`src/rtl/mem_arbiter.sv`:
```
// Two-port memory arbiter: an instruction-fetch port and a data port share one
// single-cycle-latency memory. Data requests win by default; the arbiter does
// not buffer requests, and read data returns on the requesting port one cycle
// after the grant.
// Optional build macro: MEM_ARB_FAIRNESS_EN adds a starvation counter that
// forces a fetch grant after STARVE_LIMIT consecutive denied fetch cycles.
module mem_arbiter #(
   parameter int ADDRESS_BITS = 16,
   parameter int STARVE_LIMIT = 4
) (
   input  logic                    clock,
   input  logic                    reset,
   input  logic                    i_req,
   input  logic [ADDRESS_BITS-1:0] i_addr,
   output logic                    i_gnt,
   output logic                    i_rvalid,
   output logic [31:0]             i_rdata,
   input  logic                    d_req,
   input  logic                    d_wen,
   input  logic [ADDRESS_BITS-1:0] d_addr,
   input  logic [31:0]             d_wdata,
   output logic                    d_gnt,
   output logic                    d_rvalid,
   output logic [31:0]             d_rdata,
   output logic                    m_en,
   output logic                    m_wen,
   output logic [ADDRESS_BITS-1:0] m_addr,
   output logic [31:0]             m_wdata,
   input  logic [31:0]             m_rdata
);

   // In-flight tracker encoding: which port (if any) owns the read that
   // the memory is returning this cycle.
   localparam logic [1:0] ST_IDLE = 2'd0;
   localparam logic [1:0] ST_IRD  = 2'd1;
   localparam logic [1:0] ST_DRD  = 2'd2;

   logic [1:0] state_q;
   logic [1:0] state_d;
   logic       i_win;
   logic       d_win;
   logic       fetch_boost;

`ifdef MEM_ARB_FAIRNESS_EN
   localparam int CW = $clog2(STARVE_LIMIT + 1);
   localparam logic [CW-1:0] STARVE_MAX = CW'(STARVE_LIMIT);

   logic [CW-1:0] starve_q;
   logic [CW-1:0] starve_d;

   // Fetch is forced through once it has been denied STARVE_LIMIT cycles in a row.
   assign fetch_boost = (starve_q == STARVE_MAX);

   // Count consecutive cycles where fetch asks but is refused; any fetch
   // grant or a dropped request starts the count again.
   always_comb begin
      starve_d = starve_q;
      if (!i_req || i_win) begin
         starve_d = '0;
      end else if (starve_q != STARVE_MAX) begin
         starve_d = starve_q + 1'b1;
      end
   end

   // Starvation counter register.
   always_ff @(posedge clock) begin
      if (reset) begin
         starve_q <= '0;
      end else begin
         starve_q <= starve_d;
      end
   end
`else
   assign fetch_boost = 1'b0;
`endif

   // Grant decision for the current cycle; nothing is granted while in reset.
   always_comb begin
      i_win = 1'b0;
      d_win = 1'b0;
      if (!reset) begin
         if (i_req && fetch_boost) begin
            i_win = 1'b1;
         end else if (d_req) begin
            d_win = 1'b1;
         end else if (i_req) begin
            i_win = 1'b1;
         end
      end
   end

   assign i_gnt = i_win;
   assign d_gnt = d_win;

   // Steer the granted port onto the memory bus; idle bus is driven to zero.
   always_comb begin
      m_en    = 1'b0;
      m_wen   = 1'b0;
      m_addr  = '0;
      m_wdata = '0;
      if (d_win) begin
         m_en    = 1'b1;
         m_wen   = d_wen;
         m_addr  = d_addr;
         m_wdata = d_wdata;
      end else if (i_win) begin
         m_en    = 1'b1;
         m_addr  = i_addr;
      end
   end

   // Record which port's read will return next cycle; stores and idle
   // cycles leave nothing in flight.
   always_comb begin
      state_d = ST_IDLE;
      if (i_win) begin
         state_d = ST_IRD;
      end else if (d_win && !d_wen) begin
         state_d = ST_DRD;
      end
   end

   // Tracker register.
   always_ff @(posedge clock) begin
      if (reset) begin
         state_q <= ST_IDLE;
      end else begin
         state_q <= state_d;
      end
   end

   // Return path: the registered tracker picks the port. Reset also masks
   // the pulse so a read granted just before reset never reports back.
   always_comb begin
      i_rvalid = (state_q == ST_IRD) && !reset;
      d_rvalid = (state_q == ST_DRD) && !reset;
      i_rdata  = i_rvalid ? m_rdata : 32'd0;
      d_rdata  = d_rvalid ? m_rdata : 32'd0;
   end

endmodule
```
`config.mk`:
```
export PLATFORM = sky130hd
export DESIGN_NAME = mem_arbiter
export DESIGN_NICKNAME = d
export VERILOG_FILES = /design/src/rtl/mem_arbiter.sv
export SDC_FILE = /design/constraint.sdc
export NUM_CORES = 1
export LEC_CHECK = 0
export CAP_MARGIN = 15
export CORE_AREA = 2 2 85 87
export DETAILED_ROUTE_END_ITERATION = 12
export DIE_AREA = 0 0 87 89
export GPL_TIMING_DRIVEN = 0
export PLACE_DENSITY = 0.7
export SLEW_MARGIN = 40
export SYNTH_ARGS = -nofsm -noshare
export SYNTH_HDL_FRONTEND = slang
export SYNTH_SLANG_ARGS = --single-unit
```
`constraint.sdc`:
```
create_clock -name clock -period 0.96 [get_ports clock]
set_input_delay 0.144 -clock clock [delete_from_list [all_inputs] [get_ports clock]]
set_output_delay 0.144 -clock clock [all_outputs]
set_load 0.1 [all_outputs]
```
==> results_dict.tcl <==
set metrics [dict create \
    outcome "complete, but fails checks" \
    violations "negative setup slack" \
    period_needed_ps 1540 \
    hold_path.class "input pin to register" \
    via_per_inst 4.36 \
    cpMaxStageDelayCell "dfxtp_2" \
    cp.depth 5 \
    crit_arrival_ps 1400 \
    worst-path-buf-inv 3 \
    rsz0062_at_grt "yes" \
    hold_viol 0 \
    relSlewSlack 0.883 \
    grt_pass1_wl_um 13000 \
    place_ws_ps -1320 \
    finalWeightedCongestion 0.715 \
    grt-ovfl-total 0 \
    dpl_cell_area_um2 3180 \
    reg_top3 "state_q (2)" \
    cp.required_ps 820 \
    largest_reg_flops 2 \
    yosysTopAreaCellShare 0.659 \
    synth_area_leader_cell "and2_1" \
    cap_violations 0 \
    critPathMaxFanout 8 \
    drive_gt1_frac 0.742 \
    dp_hpwl_um 5470 \
    pin_count 219 \
    maxSlewViolCount 0 \
    tritoncts "built" \
    wl_um 9080 \
    vias 2019 \
    fmax_mhz 650 \
    setup_viol 117 \
    setup_ws_ps -579 \
    start_util 0.140 \
    coreArea_um2 6720 \
    hold_path_depth 2 \
    yosys_warnings 0 \
    antenna_found_initial 0 \
    ir_worst_vdd_v 0.000548 \
    dr.pass1.iters 4 \
    wire_per_inst_um 19.6 \
    grt_pass1_vias 2305 \
    diodes 0 \
    layout.nets 486 \
    die_h_um 89 \
    finalSetupTns_ps -49670 \
    cts_buffer_depth 2 \
    cp_top_family "buffers and inverters" \
    clkSinkCount 2 \
    postSynthAreaPerCell_um2 6.81 \
    ys_types 11 \
    cp_cell_sequence "nor3b_4 -> buf_6 -> clkbuf_16 -> and2_4 -> buf_12" \
    min_period_over_period 1.60 \
    critPathKind "register to primary output" \
    cts_made_buffers 3 \
    syn_area_um2 940 \
    die_w_um 87 \
    areaGrowthSynthToFinish_pct 481 \
    final_util 0.813 \
    drc 0 \
    regMostFlops "state_q" \
    crit_path_end_kind "primary output" \
    finalPower_w 0.00327 \
    htreeDepth 1 \
    syn_inst 138 \
    power_density_nw_per_um2 598 \
    p_leak_nw 2.29 \
    fin_area_um2 5460 \
    root_buffer "clkbuf_8" \
    die-area_um2 7740 \
    synth.area.top_cells "and2_1 (66%), a32o_1 (17%), dfxtp_1 (4.3%)" \
    start_kind "register" \
    ant_nets 0 \
    grt_usage 0.220 \
    rows 30 \
    synthesis.nets 239 \
    drt_first_iter_violations 39 \
    cp_slowest_stage_delay_ps 340 \
    port_buffers 217 \
    yosysSeqAreaShare 0.0426 \
    grt_max_degree 11 \
    worst_pin_slew_ps 175 \
    cts.clk_slew.worst_paths_ps 30 \
    ys_ff_latch 2 \
]
[stage by stage]
stage,cells,hold WS [ps]
floorplan,138,208
global placement,435,704
detailed placement,435,708
CTS,459,425
global route,463,161
finish,463,153
[cells in the final DEF (no fill, tap or decap), drive strengths merged]
cell type	n
buf	153
and2	99
clkdlybuf4s50	91
a32o	16
clkbuf	9
dlygate4sd2	4
nor2	3
nor3b	2
dlymetal6s2s	2
dfxtp	2
nor2b	2
[path summary, 6_finish.rpt]
kind | from | end
worst max-delay path | state_q[0] | i_rdata[17]
worst min-delay path | d_wen | state_q[1]
[power by group]
group          internal [W]  switching, W
combinational       0.00131       0.00154
sequential        0.0000880    0.00000328
clock              0.000265     0.0000665
[Yosys cell counts]
| library cell | n |
|---|---|
| nor2b_1 | 1 |
| nor2_1 | 2 |
| dfxtp_1 | 2 |
| nor2b_2 | 1 |
| a32o_1 | 16 |
| clkbuf_1 | 3 |
| clkbuf_2 | 4 |
| buf_2 | 7 |
| nor2_2 | 1 |
| nor3b_2 | 2 |
| and2_1 | 99 |
[layer usage]
metal,routed length [µm],vias up,global-route usage
met4,59,0,0.0227
li1,-,949,-
met2,5410,107,0.474
met1,3030,959,0.220
met3,582,4,0.0425
met5,0,-,0
[repair_timing]
item	in CTS	in global routing
hold buffers	0	0
gates resized for setup	522	17
gates cloned	6	2
endpoints found under the setup margin	120	118
setup buffers	16	6
pin swaps	21	16
[cell type report]
type	instances	area [µm²]
Multi-Input combinational cell	122	1290
Buffer	13	269
Timing Repair Buffer	243	3720
Fill cell	383	1260
Tap cell	80	100
Clock buffer	3	41.3
Sequential cell	2	42.5
[cells by family (layout without fill, tap and decap cells)]
kind of cell,Yosys count,after routing,synth area share
buf+inv,14,259,0.0706
simple gates,106,106,0.716
flops,2,2,0.0426
compound gates,16,16,0.170
Note: power is estimated with default switching activity, not from simulation.
